### src/rtl/eva_regs_pkg.sv
// eva_regs_pkg: shared types and constants for the EVA AHB register block.
// Word offsets, bus enums, FSM states and the CTRL bit index.
package eva_regs_pkg;

  localparam logic [2:0] REG_ID      = 3'd0;
  localparam logic [2:0] REG_SCRATCH = 3'd1;
  localparam logic [2:0] REG_CTRL    = 3'd2;
  localparam logic [2:0] REG_LOAD    = 3'd3;
  localparam logic [2:0] REG_CNT     = 3'd4;
  localparam logic [2:0] REG_RAW     = 3'd5;
  localparam logic [2:0] REG_MASK    = 3'd6;
  localparam logic [2:0] REG_STAT    = 3'd7;

  localparam int CTRL_EN_BIT = 0;

  localparam logic [2:0] HSIZE_WORD = 3'b010;

  typedef enum logic [1:0] {
    HTRANS_IDLE   = 2'd0,
    HTRANS_BUSY   = 2'd1,
    HTRANS_NONSEQ = 2'd2,
    HTRANS_SEQ    = 2'd3
  } htrans_t;

  typedef enum logic [1:0] {
    HRESP_OKAY  = 2'd0,
    HRESP_ERROR = 2'd1
  } hresp_t;

  typedef enum logic [2:0] {
    S_IDLE,
    S_ACCESS,
    S_WAIT,
    S_ERR1,
    S_ERR2
  } state_t;

endpackage

### src/rtl/eva_regs_timer.sv
// eva_regs_timer: reloadable down-counter, expires once per LOAD+1
// enabled cycles; a direct load overrides counting.
module eva_regs_timer
  import eva_regs_pkg::*;
(
  input  logic        hclk,
  input  logic        rst_n,
  input  logic        en,
  input  logic [31:0] load,
  input  logic        load_wr,
  output logic [31:0] cnt,
  output logic        expire
);

  assign expire = en && (cnt == 32'd0);

  // Count down while enabled, reload on expiry or direct load.
  always_ff @(posedge hclk) begin
    if (!rst_n) begin
      cnt <= 32'd0;
    end else if (load_wr) begin
      cnt <= load;
    end else if (en) begin
      cnt <= (cnt == 32'd0) ? load : cnt - 32'd1;
    end
  end

endmodule

### src/rtl/eva_ahb_regs.sv
// eva_ahb_regs: AHB-Lite register slave with timer and interrupt unit.
// Define EVA_REGS_RD_WAIT_EN to add one wait state to every good read.
module eva_ahb_regs
  import eva_regs_pkg::*;
#(
  parameter logic [31:0] ID_VAL = 32'hEFA0_0001
) (
  input  logic        hclk,
  input  logic        rst_n,
  input  logic        hsel,
  input  logic [1:0]  htrans,
  input  logic        hwrite,
  input  logic [31:0] haddr,
  input  logic [2:0]  hsize,
  input  logic [31:0] hwdata,
  input  logic        hready_in,
  output logic        hready_out,
  output logic [1:0]  hresp,
  output logic [31:0] hrdata,
  input  logic [31:0] irq_src,
  output logic [31:0] interrupt
);

  state_t      state;
  hresp_t      resp_q;
  logic        d_write;
  logic [2:0]  d_off;
  logic        accept;
  logic        err;
  logic        wr_en;
  logic        ctrl_en;
  logic [31:0] scratch;
  logic [31:0] load_q;
  logic [31:0] mask_q;
  logic [31:0] raw_q;
  logic [31:0] irq_q;
  logic [31:0] irq_set;
  logic [31:0] irq_clr;
  logic [31:0] cnt;
  logic [31:0] rd_mux;
  logic        load_wr;
  logic        expire;
  logic        unused_bits;

  assign unused_bits = ^{haddr[31:8], irq_src[0]};

  assign accept = hsel && hready_in &&
                  (htrans_t'(htrans) == HTRANS_NONSEQ ||
                   htrans_t'(htrans) == HTRANS_SEQ);

  assign err = (hsize != HSIZE_WORD) ||
               (haddr[1:0] != 2'b00) ||
               (haddr[7:5] != 3'b000);

  // Bus FSM: latches the address phase and registers ready/response.
  always_ff @(posedge hclk) begin
    if (!rst_n) begin
      state      <= S_IDLE;
      hready_out <= 1'b1;
      resp_q     <= HRESP_OKAY;
      d_write    <= 1'b0;
      d_off      <= 3'd0;
    end else begin
      unique case (state)
        S_WAIT: begin
          state      <= S_ACCESS;
          hready_out <= 1'b1;
          resp_q     <= HRESP_OKAY;
        end
        S_ERR1: begin
          state      <= S_ERR2;
          hready_out <= 1'b1;
          resp_q     <= HRESP_ERROR;
        end
        default: begin
          hready_out <= 1'b1;
          resp_q     <= HRESP_OKAY;
          if (accept) begin
            d_write <= hwrite;
            d_off   <= haddr[4:2];
            if (err) begin
              state      <= S_ERR1;
              hready_out <= 1'b0;
              resp_q     <= HRESP_ERROR;
            end
`ifdef EVA_REGS_RD_WAIT_EN
            else if (!hwrite) begin
              state      <= S_WAIT;
              hready_out <= 1'b0;
            end
`endif
            else begin
              state <= S_ACCESS;
            end
          end else begin
            state <= S_IDLE;
          end
        end
      endcase
    end
  end

  assign hresp   = resp_q;
  assign wr_en   = (state == S_ACCESS) && d_write;
  assign load_wr = wr_en && (d_off == REG_LOAD);
  assign irq_clr = (wr_en && d_off == REG_RAW) ? hwdata : 32'd0;
  assign irq_set = {irq_src[31:1] & ~irq_q[31:1], expire};

  // Writable register bank, updated in the write data phase.
  always_ff @(posedge hclk) begin
    if (!rst_n) begin
      scratch <= 32'd0;
      ctrl_en <= 1'b0;
      load_q  <= 32'd0;
      mask_q  <= 32'd0;
    end else if (wr_en) begin
      case (d_off)
        REG_SCRATCH: scratch <= hwdata;
        REG_CTRL:    ctrl_en <= hwdata[CTRL_EN_BIT];
        REG_LOAD:    load_q  <= hwdata;
        REG_MASK:    mask_q  <= hwdata;
        default:     ;
      endcase
    end
  end

  // Interrupt raw bits: edge/expiry set beats a same-cycle W1C clear.
  always_ff @(posedge hclk) begin
    if (!rst_n) begin
      irq_q <= 32'd0;
      raw_q <= 32'd0;
    end else begin
      irq_q <= irq_src;
      raw_q <= (raw_q & ~irq_clr) | irq_set;
    end
  end

  eva_regs_timer u_timer (
    .hclk    (hclk),
    .rst_n   (rst_n),
    .en      (ctrl_en),
    .load    (load_wr ? hwdata : load_q),
    .load_wr (load_wr),
    .cnt     (cnt),
    .expire  (expire)
  );

  // Read mux from the latched offset.
  always_comb begin
    rd_mux = 32'd0;
    case (d_off)
      REG_ID:      rd_mux = ID_VAL;
      REG_SCRATCH: rd_mux = scratch;
      REG_CTRL:    rd_mux = {31'd0, ctrl_en};
      REG_LOAD:    rd_mux = load_q;
      REG_CNT:     rd_mux = cnt;
      REG_RAW:     rd_mux = raw_q;
      REG_MASK:    rd_mux = mask_q;
      REG_STAT:    rd_mux = raw_q & mask_q;
      default:     rd_mux = 32'd0;
    endcase
  end

  assign hrdata = (state == S_ACCESS || state == S_WAIT) ? rd_mux : 32'd0;

  assign interrupt = raw_q & mask_q;

endmodule

### config.mk
export PLATFORM = sky130hd
export DESIGN_NAME = eva_ahb_regs
export DESIGN_NICKNAME = d
export VERILOG_FILES = /design/src/rtl/eva_regs_pkg.sv /design/src/rtl/eva_regs_timer.sv /design/src/rtl/eva_ahb_regs.sv
export SDC_FILE = /design/constraint.sdc
export NUM_CORES = 1
export LEC_CHECK = 0
export CAP_MARGIN = 20
export CORE_ASPECT_RATIO = 0.6
export CORE_MARGIN = 5
export CORE_UTILIZATION = 45
export CTS_CLUSTER_DIAMETER = 30
export CTS_CLUSTER_SIZE = 16
export DETAILED_ROUTE_END_ITERATION = 8
export PLACE_DENSITY = 0.78
export RECOVER_POWER = 50
export SETUP_SLACK_MARGIN = 0.1
export SYNTH_ARGS = -nofsm -noshare
export SYNTH_HDL_FRONTEND = slang
export SYNTH_HIERARCHICAL = 1
export SYNTH_SLANG_ARGS = --single-unit
### constraint.sdc
create_clock -name hclk -period 2.75 [get_ports hclk]
set_input_delay 0.825 -clock hclk [delete_from_list [all_inputs] [get_ports hclk]]
set_output_delay 0.825 -clock hclk [all_outputs]
set_load 0.05 [all_outputs]
==> results of run 1 <==
==> metal layers <==
layer | vias to the layer above | track usage [%]
met5 | - | 0
met4 | 0 | 7.33
met3 | 86 | 6.89
met2 | 621 | 39.1
met1 | 4910 | 37.4
li1 | 4606 | -
==> how the worst max path moves through the flow <==
stage	start	end	slack [ps]	cells past startpoint
detailed placement	d_off[1]$_SDFFE_PN0P_	u_timer/cnt[11]$_SDFFE_PN0P_	210	9
CTS	d_off[1]$_SDFFE_PN0P_	hrdata[5]	-80	5
floorplan	d_off[1]$_SDFFE_PN0P_	hrdata[13]	-80	6
global placement	d_off[1]$_SDFFE_PN0P_	hrdata[15]	230	6
global route	d_off[0]$_SDFFE_PN0P_	hrdata[17]	-190	7
finish	d_off[0]$_SDFFE_PN0P_	hrdata[17]	-150	7
==> cell usage after synthesis (10+ instances only) <==
cell type,count,area (µm²)
o21ai_0,18,90.1
mux2_2,58,653
and2_1,103,644
a31oi_1,26,163
clkbuf_1,61,229
nand3_1,22,110
buf_2,10,50.1
nor2_1,26,97.6
o21a_1,36,270
inv_1,15,56.3
o221ai_1,23,201
a21oi_1,31,155
dfxtp_1,201,4020
o21bai_1,17,128
nor2b_1,36,225
a21boi_0,88,661
a21boi_1,11,82.6
nand2_1,198,743
nor3_1,20,100
nor4_1,15,93.8
o2111ai_1,10,87.6
==> worst max-delay path, stage by stage (launching register included) <==
cell      delay, ps
dfxtp_4         400
inv_8            40
buf_12          140
nor2_4          130
buf_12          160
o2bb2a_4        180
a211oi_4        330
buf_12          180
==> metrics by stage <==
stage                     instances  setup WS [ps]
after floorplan                1167          -81.3
after global placement         1584            229
after detailed placement       1584            213
after CTS                      1668          -83.6
after global routing           1681           -194
final                          1682           -150
==> cells in the final DEF, fill, tap and decap left out, types with 8 or more instances in the layout <==
master,count
nor2b_1,36
dlymetal6s2s_1,15
a21boi_0,96
and2_1,96
o221ai_1,12
mux2_2,50
nor3_1,20
o21ai_0,16
dfxtp_1,198
inv_1,12
nor4_1,15
mux2_4,8
clkbuf_16,39
nor2_1,24
buf_4,66
clkdlybuf4s50_1,85
buf_12,51
nand2_1,187
a21oi_4,8
o221ai_2,8
dlygate4sd2_1,12
o21a_1,36
a31oi_4,9
o21bai_1,13
nand3_1,20
a21oi_1,10
a21oi_2,13
mux2i_1,9
a31oi_1,17
==> power by group through the flow <==
stage	registers [µW]	clock network [µW]	logic, µW
finish	3020	4730	651
global route	3020	4890	680
CTS	3020	4720	597
detailed placement	3070	0	522
global placement	3070	0	511
floorplan	3070	0	254
==> sequential cells by signal, summed over array words and instances (netlist names) <==
name,flops
load_q,32
mask_q,32
raw_q,32
scratch,32
u_timer/cnt,32
irq_q,31
d_off,3
state,3
ctrl_en,1
d_write,1
hready_out,1
hresp,1
==> cell type report <==
cell class | count | area, µm² | area share [%]
multi-input cells | 868 | 6340 | 42.1
clock buffers | 42 | 973 | 6.47
clock inverters | 23 | 313 | 2.08
flip-flops and latches | 201 | 4030 | 26.8
diodes | 1 | 2.50 | 0.0166
well taps | 286 | 358 | 2.38
repair buffers | 245 | 2940 | 19.6
inverters | 16 | 75.1 | 0.499
==> kinds of logic after synthesis <==
group           count (synthesis)
mux                            70
fa+ha+maj                       2
other cells                     1
flops                         201
compound gates                321
simple gates                  472
xor+xnor                        2
buf+inv                        98
==> repair_timing <==
item / in CTS / in global routing
hold buffers: 0 / 0
cloned: 6 / 3
setup buffers: 13 / 11
pin swaps: 35 / 37
setup endpoints to repair: 41 / 64
resized for setup: 112 / 75
==> results by group, run 1 <==
Run status
  – Status: finished, violations left
  – Failing checks: setup timing

STA
  – Worst-Margin Slew: 1220 ps
  – Min Clock Period, post-route: ~2900 ps
  – Fmax: about 340 MHz
  – Max-slew violations: 0
  – Hold WS: 464 ps
  – Setup WS post-layout: -150 ps
  – Slew HR: between 10% and 20%
  – Final hold vios: 0
  – Final Skew: 17.3 ps
  – Period Utilization, post-route: 105%
  – Final setup TNS: -2510 ps
  – Setup violators final: 32
  – Unrepaired setup endpoints after global routing: true

Synthesis
  – EDFF count, synth: 0
  – Share of the synthesized area in compound gates (AO/OA/AOI/OAI): about a quarter
  – Synth Flop Type: dfxtp_1
  – Post-synthesis mux area share: under 10%
  – Yosys cell types: 79
  – Avg Inst Size Synth: ~8.7 µm²
  – Adder-Cell Fraction of Synth Area: less than 1%
  – Largest family of logic cells by synthesized area: simple AND/OR/NAND/NOR gates
  – Async SR Flop Fraction: 0%
  – Post-Synth XOR/XNOR Area: less than 1%
  – Sequential area share after synthesis: approximately 40%
  – Cell Area, Synth: ~10,000 µm²
  – Syn Nets: about 1,300
  – Post-synthesis simple-gate area fraction: around a quarter
  – Yosys reg bits: roughly 200
  – Mapped Cells: about 1,200
  – Ys Warns: 6

GRT
  – Gr ovfl total: 0
  – Largest net degree at the start of global routing: roughly 120
  – Vias in the first global route: roughly 9,800
  – Initial antenna violation count: 0
  – First-pass GRT wire length: around 55,000 µm
  – Total GRT Usage: 26.1%

Clocking
  – H-Tree Level Count: 2
  – Root Driver: clkbuf_16
  – Total CTS buffers: 36
  – CTS sink cnt: 201
  – Worst-Skew Late Latency: 510 ps
  – Clock Path Buffers: 3
  – CTS clk-pin slew, worst paths: 50 ps
  – TritonCTS clock tree: yes

Power and ir drop
  – Worst IR drop on VDD: 0.395 mV
  – Cell-internal power: ~6400 µW
  – Sw Share: a little under a quarter
  – Design Power: between 8000 and 9000 µW
  – Static Leak: roughly 0.0060 µW
  – Clk pwr share: a little under three fifths
  – Combinational power share: around 7.7%
  – Power per Cell Area: about 560 nW/µm²
  – Sequential power share: 35.9%
  – Net Switching: a little under 2000 µW

Die
  – Starting density of the core: between 40% and 50%
  – Core area: between 20,000 and 25,000 µm²
  – DIE AREA: 25,700 µm²
  – Ports: 173
  – Row count: 42
  – DIE HEIGHT: roughly 130 µm
  – Die width: between 200 and 250 µm

Setup path
  – Worst EP arrival: around 2100 ps
  – Critical path data required time: ~1900 ps
  – Worst setup EP type: output pin
  – Critical R2R Capture: u_timer/cnt[11]$_SDFFE_PN0P_
  – CP max FO: 8
  – CP Class: reg2out
  – R2R setup slack: around 150 ps
  – Startpoint types: register
  – R2R cell count: 6
  – Reg2reg start: u_timer/cnt[26]$_SDFFE_PN0P_

Final layout
  – # nets final: roughly 1,500
  – Layout cells sized above 1: about a quarter
  – Area delta synth->final: 48.6%
  – Fill count: about 1,600
  – Final Cell Area: 15,000 µm²
  – Core Util, Final: 68.1%

Routing
  – Vias: 10,223
  – Routed vias/inst: approximately 6.1
  – DR top layer: met4
  – Met1 wire length: roughly 16,000 µm
  – Post-route ant nets: 0
  – Met2 wire len: 16,300 µm
  – DRC violations left: 0
  – Pre-Repair DR Iteration Count: 5
  – Met3 wire len: between 4000 and 5000 µm
  – Drt wl/cell: 22.0 µm
  – Post-Route WL: around 37,000 µm
  – DRT iter0 DRCs: 1,179

Min path
  – WHS Path Cells: 2
  – Hold WC Path Type: reg2reg
  – Worst hold path startpoint: scratch[26]$_SDFFE_PN0P_
  – Hold worst-path end: scratch[26]$_SDFFE_PN0P_

Run
  – Max Cap Violations: 0

Placed design
  – Final GP Congestion: slightly above 0.9
  – DP Area: roughly 13,000 µm²
  – IO buf count: roughly 150
  – Detail Placement HPWL: 22,500 µm
No activity file was read; power rests on OpenSTA's default activity.
==> run 2: changes to the inputs <==
--- a/config.mk
+++ b/config.mk
@@ -15,6 +15,7 @@
 export PLACE_DENSITY = 0.78
 export RECOVER_POWER = 50
 export SETUP_SLACK_MARGIN = 0.1
+export SKIP_CTS_REPAIR_TIMING = 1
 export SYNTH_ARGS = -nofsm -noshare
 export SYNTH_HDL_FRONTEND = slang
 export SYNTH_HIERARCHICAL = 1
==> run 2 against run 1 <==
Net effect: the run still ends with setup timing left; combinational power shrank 2%; via count is essentially flat; utilization shrank 0.30 points; largest cell class unchanged; die area is the same; total power shrank 0.46%; sequential cell count is the same; clock skew grew 4.6 ps; critical endpoint is now hrdata[24]; worst hold slack is essentially flat; critical path type unchanged; sequential share of layout area grew 0.12 points; global-route usage shrank 2.1 points; first-iteration DRC count grew 1.0%; clock power is essentially flat.
==> results by group, run 2 (synthesis gave the netlist of run 1 again) <==
Run
  – Max Cap Violations: 0 (unchanged)

Setup path
  – Kind of cell adding the most delay to the critical path: buffers and inverters
  – Crit path top cell by count: buf_12
  – Max incr delay on CP: 420 ps (+20 ps)
  – CP max FO: 7 (-1)
  – Startpoint types: register
  – Crit path cell chain: clkinvlp_4, buf_12, clkbuf_16, buf_12, o2111ai_2, a31oi_2, buf_12
  – R2R setup slack: 180 ps (+30 ps)
  – Worst EP arrival: 2130 ps (+50 ps)
  – CP Class: reg2out
  – CP max stage cell: dfxtp_4
  – Worst setup EP type: output pin
  – Critical path data required time: 1930 ps (about the same)
  – Bufs and invs on worst path: 5 (+1)

Final layout
  – Layout cells sized above 1: 24.9% (-0.52 points)
  – # nets final: 1,481 (+0.34%)
  – Leading cell type in the layout, fill and taps excluded: dfxtp_1
  – Finished Layout Cells: 1,687 (+0.30%)
  – Most frequent cells in the layout: dfxtp_1, nand2_1, and2_1, a21boi_0, clkdlybuf4s50_1
  – Area delta synth->final: 47.9%
  – Core Util, Final: 67.8% (-0.30 points)
  – Final Cell Area: 15,000 µm² (-0.44%)
  – Fill count: 1,578 (+1.2%)

STA
  – Fmax: 338 MHz (-1.9%)
  – Slew HR: 20.0% (+1.2 points)
  – Setup violators final: 31 (-3.1%)
  – Max-slew violations: 0 (unchanged)
  – Setup WS post-layout: -205 ps (-55.1 ps)
  – Worst-Margin Slew: 1200 ps (-18.6 ps)
  – Period Utilization, post-route: 107% (+2.0 points)
  – Unrepaired setup endpoints after global routing: true
  – Final Skew: 21.9 ps (+4.58 ps)
  – Final hold vios: 0 (unchanged)
  – Min Clock Period, post-route: 2960 ps (+55.1 ps)

Routing
  – Routed vias/inst: 6.06 (-0.23%)
  – DRT iter0 DRCs: 1,191 (+1.0%)
  – Vias: 10,230 (+0.068%)
  – DRC violations left: 0 (unchanged)
  – Post-Route WL: 36,300 µm (-1.9%)
  – Post-route ant nets: 0 (unchanged)
  – Drt wl/cell: 21.5 µm (-2.2%)
  – Pre-Repair DR Iteration Count: 5 (unchanged)

Die
  – Starting density of the core: 45.9% (unchanged)
  – Die width: 204 µm (unchanged)
  – DIE AREA: 25,700 µm² (unchanged)
  – Ports: 173 (unchanged)
  – Core area: 22,100 µm² (unchanged)
  – Row count: 42 (unchanged)
  – DIE HEIGHT: 126 µm (unchanged)

Clocking
  – CTS sink cnt: 201 (unchanged)
  – Clock Path Buffers: 3 (unchanged)
  – TritonCTS clock tree: yes
  – Worst-Skew Late Latency: 500 ps (about the same)
  – H-Tree Level Count: 2 (unchanged)
  – Total CTS buffers: 36 (unchanged)
  – Root Driver: clkbuf_16
  – CTS clk-pin slew, worst paths: 50 ps (about the same)

Power and ir drop
  – Design Power: 8370 µW (-0.46%)
  – Static Leak: 0.00601 µW (+0.73%)
  – Power per Cell Area: 559 nW/µm² (about the same)
  – Worst IR drop on VDD: 0.356 mV (-9.7%)

GRT
  – First-pass GRT wire length: 50,800 µm (-7.0%)
  – Vias in the first global route: 9,343 (-4.6%)
  – Largest net degree at the start of global routing: 121 (unchanged)
  – Initial antenna violation count: 0 (unchanged)
  – Gr ovfl total: 0 (unchanged)
  – Total GRT Usage: 24.1% (-2.1 points)

Placed design
  – Final GP Congestion: 0.930 (unchanged)
  – Post-Place Setup Slack: 213 ps (unchanged)
  – IO buf count: 145 (unchanged)
  – Cells after DPL: 1,584 (unchanged)
  – DP Area: 12,500 µm² (unchanged)
  – Detail Placement HPWL: 22,500 µm (unchanged)

Run status
  – Failing checks: setup timing
  – Status: finished, violations left

Min path
  – Hold WC Path Type: reg2reg
==> run 2: cell types whose count changed in the layout (fill, tap and decap cells not counted), moves of 5 or more <==
cell and change:
dlymetal6s2s_1 +13, mux2_4 -7, buf_12 -6, a31oi_2 +5, nand2_4 -6, buf_16 -5, nand2_1 +10, clkbuf_16 +6
a31oi_4 -5, buf_6 +11, mux2_2 +7, dlygate4sd2_1 -12
==> run 2: layout make-up <==
cell class                 count  area (µm²)  area share [%]
multi-input combinational    868        6220            41.6
sequential                   201        4030            26.9
inverter                      16        68.8           0.460
clock inverter                23         313            2.09
timing repair buffer         250        3000            20.0
antenna                        1        2.50          0.0167
clock buffer                  42         973            6.50
tap                          286         358            2.39
==> run 2: final timing paths <==
kind	from	to	cells past startpoint
worst min register to register	scratch[24]$_SDFFE_PN0P_	scratch[24]$_SDFFE_PN0P_	2
worst max-delay path	d_off[1]$_SDFFE_PN0P_	hrdata[24]	7
worst max register to register	u_timer/cnt[26]$_SDFFE_PN0P_	u_timer/cnt[11]$_SDFFE_PN0P_	6
worst min-delay path	scratch[24]$_SDFFE_PN0P_	scratch[24]$_SDFFE_PN0P_	2
==> run 2: report_power, final <==
group	internal [µW]	switching, µW	leakage, µW
Clock	3120	1590	0.000617
Combinational	323	312	0.00375
Sequential	2980	41.6	0.00164
Total	6420	1940	0.00601
==> run 2: stage by stage <==
| stage | TNS, ps | hold WS (ps) |
|---|---|---|
| finish | -3450 | 464 |
| global route | -4870 | 483 |
| CTS | -5860 | 453 |
| detailed placement | 0 | 445 |
| global placement | 0 | 438 |
| floorplan | -1450 | 433 |
==> run 2: worst reg2reg max path: stages (launching register included) <==
cell and delay [ps]:
dfxtp_1 350, or4_4 530, or4_4 480, o41ai_4 520
buf_4 310, a22oi_1 120, o21ai_0 180
==> run 2: routing by layer <==
layer,vias to the layer above,wire [µm],global-route usage [%]
met3,79,4110,5.60
met4,0,727,5.23
li1,4612,-,-
met1,4911,15700,35.4
met2,628,15800,36.0
met5,-,0,0
